<file path="config.mk">
export PLATFORM = sky130hd
export DESIGN_NAME = vga_sync_gen
export DESIGN_NICKNAME = d
export VERILOG_FILES = /design/src/rtl/vga_sync_gen.sv
export SDC_FILE = /design/constraint.sdc
export NUM_CORES = 1
export LEC_CHECK = 0
export ABC_AREA = 1
export CAP_MARGIN = 10
export CELL_PAD_IN_SITES_DETAIL_PLACEMENT = 2
export CELL_PAD_IN_SITES_GLOBAL_PLACEMENT = 2
export CORE_MARGIN = 3
export CORE_UTILIZATION = 28
export CTS_BUF_LIST = sky130_fd_sc_hd__clkbuf_8 sky130_fd_sc_hd__clkbuf_16
export CTS_CLUSTER_SIZE = 14
export DETAILED_ROUTE_END_ITERATION = 12
export PLACE_DENSITY_LB_ADDON = 0.05
export SLEW_MARGIN = 20
export SYNTH_ARGS = -nofsm -noshare
export SYNTH_HDL_FRONTEND = slang
export SYNTH_SLANG_ARGS = --single-unit
</file>
<file path="constraint.sdc">
create_clock -name clk_i -period 2.2 [get_ports clk_i]
set_input_delay 0.44 -clock clk_i [delete_from_list [all_inputs] [get_ports clk_i]]
set_output_delay 0.44 -clock clk_i [all_outputs]
set_load 0.1 [all_outputs]
</file>
<file path="src/rtl/vga_sync_gen.sv">
// VGA sync generator: registered row/col counts with zero-skew Hsync/Vsync,
// active flag and start strobes; stops only at a frame boundary once en_i drops.
module vga_sync_gen #(
    parameter int TOTAL_COLS  = 800,
    parameter int TOTAL_ROWS  = 525,
    parameter int ACTIVE_COLS = 640,
    parameter int ACTIVE_ROWS = 480
) (
    input  logic       clk_i,
    input  logic       rst_i,
    input  logic       en_i,
    output logic       Hsync_o,
    output logic       Vsync_o,
    output logic [9:0] col_count_o,
    output logic [9:0] row_count_o,
    output logic       active_o,
    output logic       frame_start_o,
    output logic       line_start_o,
    output logic       busy_o
);

    typedef enum logic [1:0] {
        IDLE,
        RUN,
        DRAIN
    } state_t;

    localparam logic [9:0] LAST_COL = 10'(TOTAL_COLS - 1);
    localparam logic [9:0] LAST_ROW = 10'(TOTAL_ROWS - 1);
    localparam logic [9:0] ACT_COLS = 10'(ACTIVE_COLS);
    localparam logic [9:0] ACT_ROWS = 10'(ACTIVE_ROWS);

    state_t     state_q;
    state_t     state_d;
    logic [9:0] col_d;
    logic [9:0] row_d;
    logic       running_d;
    logic       last_col;
    logic       last_pixel;

    // Everything is decoded from the next-state counts so the registered
    // syncs and strobes line up with the registered counts.
    always_comb begin
        state_d    = state_q;
        col_d      = '0;
        row_d      = '0;
        last_col   = (col_count_o == LAST_COL);
        last_pixel = last_col && (row_count_o == LAST_ROW);
        case (state_q)
            IDLE: begin
                if (en_i) begin
                    state_d = RUN;
                end
            end
            RUN, DRAIN: begin
                col_d = last_col ? 10'd0 : col_count_o + 10'd1;
                if (last_col) begin
                    row_d = (row_count_o == LAST_ROW) ? 10'd0 : row_count_o + 10'd1;
                end else begin
                    row_d = row_count_o;
                end
                if (state_q == DRAIN && last_pixel && !en_i) begin
                    state_d = IDLE;
                    col_d   = '0;
                    row_d   = '0;
                end else begin
                    state_d = en_i ? RUN : DRAIN;
                end
            end
            default: state_d = IDLE;
        endcase
        running_d = (state_d != IDLE);
    end

    always_ff @(posedge clk_i) begin
        if (rst_i) begin
            state_q       <= IDLE;
            col_count_o   <= '0;
            row_count_o   <= '0;
            Hsync_o       <= 1'b0;
            Vsync_o       <= 1'b0;
            active_o      <= 1'b0;
            frame_start_o <= 1'b0;
            line_start_o  <= 1'b0;
            busy_o        <= 1'b0;
        end else begin
            state_q       <= state_d;
            col_count_o   <= col_d;
            row_count_o   <= row_d;
            Hsync_o       <= running_d && (col_d < ACT_COLS);
            Vsync_o       <= running_d && (row_d < ACT_ROWS);
            active_o      <= running_d && (col_d < ACT_COLS) && (row_d < ACT_ROWS);
            frame_start_o <= running_d && (col_d == 10'd0) && (row_d == 10'd0);
            line_start_o  <= running_d && (col_d == 10'd0);
            busy_o        <= running_d;
        end
    end

endmodule

</file>
* After elaboration in Yosys (flattened, before gate mapping) *
Cells that the tools add are included.

storage, ports and cells
  word-level logic and storage cells = 42
  input port bits = 3
  flip-flop bits (word level) = 28
  output and inout port bits = 26

operators by class
  multiplexer cells = 11
  reduce and logical (&&, ||, !) cells = 14
  equal/unequal tests = 4
  magnitude comparators = 2
  add/sub/neg operators = 2

operator list
  cell                     number
  $mux W10                 7
  $add A10 B1 Y10 const B  2
  $eq A10 B10 Y1 const B   2
  $logic_not A10 Y1        2
  $lt A10 B10 Y1 const B   1
  $lt A10 B9 Y1 const B    1
  $logic_and A1 B1 Y1      8
  $mux W2                  3
  $pmux W2 S2              1
  $eq A2 B1 Y1 const B     1
  $eq A2 B2 Y1 const B     1
  $logic_not A2 Y1         1
  $reduce_bool A2 Y1       1
  $reduce_or A2 Y1         1
  $logic_not A1 Y1         1

* Longest topological paths before layout *
  depth in word-level cells = 9
  mapped depth = 13
  mapped depth without buffers = 13

* Least setup slack after synthesis *
Ideal clock, no wire load.

  path type = register -> register
  start = register col_count_o[0]
  end = register frame_start_o
  data required time = 2.088 ns
  buffers on the path = 0
  clock period less this slack = 2.473 ns
  data arrival time = 2.361 ns
  path slack = -0.273 ns
  setup time = 0.112 ns
  stages on the path, launching flop included = 13
  cells stage by stage = dfxtp_1 ha_1 nand3_4 nor2_4 nand2_4 nor2_2 nand2_1 nand2_1 nand2_1 nand2_1 nand2_2 nand2_1 nor2_1

on the way
  cells in the longest elaborated chain, start to end = 9
  elaborated cells between the ends (all ways) = 18
  those cells by class = add/sub (1); eq/ne (1); mux (8); reduce/logical (8)

ends and longest elaborated chain
  item                                                                     RTL line  text
  from (decl)                                                              14        output logic [9:0] col_count_o,
  from (signal assigned)                                                   88        col_count_o <= col_d;
  parallel branches: the longest is 8 deep, another holds $add A10 B1 Y10  n/a
  $logic_and A1 B1 Y1 (*)                                                  93        frame_start_o <= running_d && (col_d == 10'd0) && (row_d == 10'd0);
  to (signal assigned)                                                     93
  to (decl)                                                                17        output logic frame_start_o,

Mark *: on every way between the ends.
A chain may end at the register's enable or synchronous reset.

* Worst setup path after layout *
Ends and elaborated chain as after synthesis.

==> results.json <==
{
  "status": "finished clean",
  "peakVddDrop_uv": 688,
  "async_flop_share_pct": 0,
  "drt-total-wl_um": 5620,
  "synth-seq-cells": 28,
  "cts_tree": "done",
  "fillers": 779,
  "p_leak_nw": 1.08,
  "dr.pass1.iters": 4,
  "grt_max_degree": 17,
  "grt_pass1_wl_um": 9840,
  "num_vias": 1793,
  "wire_per_inst_um": 14.7,
  "hold_viol_final": 0,
  "clock_latency_ns": 0.27,
  "numPortBuffers": 28,
  "insertedDiodeCount": 0,
  "cts-root-buf": "clkbuf_8",
  "synth_ff_type": "dfxtp_1",
  "antenna_found_initial": 0,
  "synthToLayoutAreaGrowth_pct": 21.3,
  "num_rows": 28,
  "drc": 0,
  "fmax_mhz": 515,
  "initial_core_util_pct": 29.3,
  "drt_iter0_drc": 51,
  "grt_pass1_vias": 1986,
  "synth.distinct_cells": 31,
  "grt_usage_pct": 16.5,
  "fin_nets": 318,
  "cts-htree-levels": 1,
  "crit_arrival_ns": 2.16,
  "yosysSeqAreaShare_pct": 31.8,
  "synth.area.top_cells": "dfxtp_1 32%, nand2_1 18%, nor2_1 9.1%",
  "dieArea_um2": 7290,
  "globalRouteOverflowTotal": 0,
  "cp-start-kind": "flop",
  "clock-skew-final_ns": 0.00404,
  "die_y_um": 85.4,
  "gp_congestion": 0.760,
  "setup_tns_ns": 0,
  "synth_cells": 279,
  "hpwl_um": 4590,
  "cts_sinks": 28,
  "period_minus_slack_ns": 1.94,
  "rsz0062_at_grt": "no",
  "max-clock-path-buffers": 2,
  "critPathKind": "reg2reg",
  "synth_commonest_cells": "87 x nand2_1, 43 x nor2_1, 39 x inv_1, 28 x dfxtp_1, 21 x nand3_1",
  "drv_slew": 0,
  "synthesis.area_um2": 1770,
  "clkSlewWorstSetupHoldPaths_ns": 0.10,
  "core_um2": 6030,
  "end_kind": "flop",
  "syn_area_per_cell_um2": 6.33,
  "hold_ws_ns": 0.551,
  "io_pins": 29,
  "synth_top_area_cell": "dfxtp_1",
  "avgViaCountPerCell": 4.68,
  "ant_nets": 0,
  "setup-violations-final": 0,
  "synth_top_area_share_pct": 31.8,
  "power.total_w": 0.00140,
  "hold_path.class": "reg2reg",
  "path_max_fanout": 8,
  "p_per_area_nw_per_um2": 656,
  "worst_pin_slew_ns": 0.396,
  "post-route-period-util_pct": 88.2,
  "die_x_um": 85.4,
  "synth_warnings": 0,
  "syn-num-nets": 288,
  "maxCapViolCount": 0,
  "yosysMostFrequentCell": "nand2_1",
  "synth_edf_count": 0,
  "cts_buffers": 3,
  "slew_headroom_pct": 73.6,
  "cts_hold_buf": 0,
  "drive_gt1_share_pct": 18.8,
  "critPathRequiredTime_ns": 2.42
}
[placed cells by master (no fill, tap or decap)]
cell,netlist,layout
nor3_1,8,8
xor2_1,2,2
nor2_4,2,2
o21ai_0,4,4
dfxtp_1,28,24
o21ai_2,1,1
nor3b_1,1,1
nand2_2,3,3
o211ai_1,1,1
buf_4,0,28
ha_1,6,5
dfxtp_2,0,4
clkdlybuf4s50_1,0,2
nand3_2,2,2
clkbuf_8,0,3
nand4_1,8,8
nor2_2,4,4
nand3_1,21,21
nand3b_1,1,1
nor3_4,1,1
bufinv_16,0,1
nor2_1,43,43
nand3_4,1,1
nand4_2,1,1
xnor2_1,1,1
o21bai_2,1,1
ha_2,0,1
nand2_1,87,87
o21ai_1,1,1
a21oi_1,2,2
inv_4,1,1
nand2_4,2,2
inv_1,39,39
inv_2,2,2
[repair_timing]
item | 4_1_cts | 5_1_grt
setup endpoints to repair | 0 | 2
resized for setup | 0 | 1
setup buffers | 0 | 0
[cells by family after synthesis]
group | share of synthesized area [%]
fa+ha+maj | 4.25
xor+xnor | 1.49
flops | 31.8
buf+inv | 10.6
simple gates | 48.3
compound gates | 3.54
[power breakdown]
part | internal, W | switching, W | total, W | leakage, nW
combinational | 0.0000900 | 0.000338 | 0.000428 | 0.814
sequential | 0.000544 | 0.0000217 | 0.000565 | 0.230
clock | 0.000244 | 0.000167 | 0.000410 | 0.0357
total | 0.000877 | 0.000527 | 0.00140 | 1.08
[final cells by class]
class | count | area, um2 | area share [%]
flip-flops and latches | 28 | 566 | 26.4
clock buffers | 3 | 41.3 | 1.93
clock inverters | 1 | 30.0 | 1.40
repair buffers | 30 | 230 | 10.8
inverters | 42 | 160 | 7.48
multi-input cells | 204 | 1020 | 47.6
well taps | 75 | 93.8 | 4.38
[through the flow]
stage | setup WS [ns] | instance area, um2 | instances | util (%)
6_report | 0.260 | 2140 | 383 | 35.5
2_1_floorplan | 0.00680 | 1770 | 279 | -
4_1_cts | 0.181 | 2140 | 383 | 35.5
3_5_place_dp | 0.218 | 2070 | 379 | 34.3
5_1_grt | 0.0266 | 2140 | 383 | 35.5
3_3_place_gp | 0.298 | 2070 | 379 | 34.3
[critical path, cell delays in order, from the launching register on]
cell and delay, ns:
dfxtp_2 0.44, ha_1 0.27, nand3_4 0.15, nor2_4 0.20, inv_1 0.07, nand2_1 0.08, inv_1 0.04, o21ai_0 0.18
nand3_1 0.10, nor2_1 0.14, nand2_1 0.10, nor2_1 0.11
[registers in the layout, indices dropped and copies added (netlist names)]
name           count
col_count_o       10
row_count_o       10
state_q            2
Hsync_o            1
Vsync_o            1
active_o           1
busy_o             1
frame_start_o      1
line_start_o       1
[per-layer routing]
layer  GRT usage [%]  wire length [um]
met1            21.9              2810
met5               0                 0
met2            29.0              2670
met3            2.52               123
met4            2.16                25
[worst paths after layout]
check | end | startpoint | cells after the start | slack (ns)
max | frame_start_o | col_count_o[0] | 11 | 0.26
min | col_count_o[0] | col_count_o[0] | 1 | 0.55
max reg2reg | frame_start_o | col_count_o[0] | 11 | 0.26
min reg2reg | col_count_o[0] | col_count_o[0] | 1 | 0.55
(Power assumes the default switching activity.)
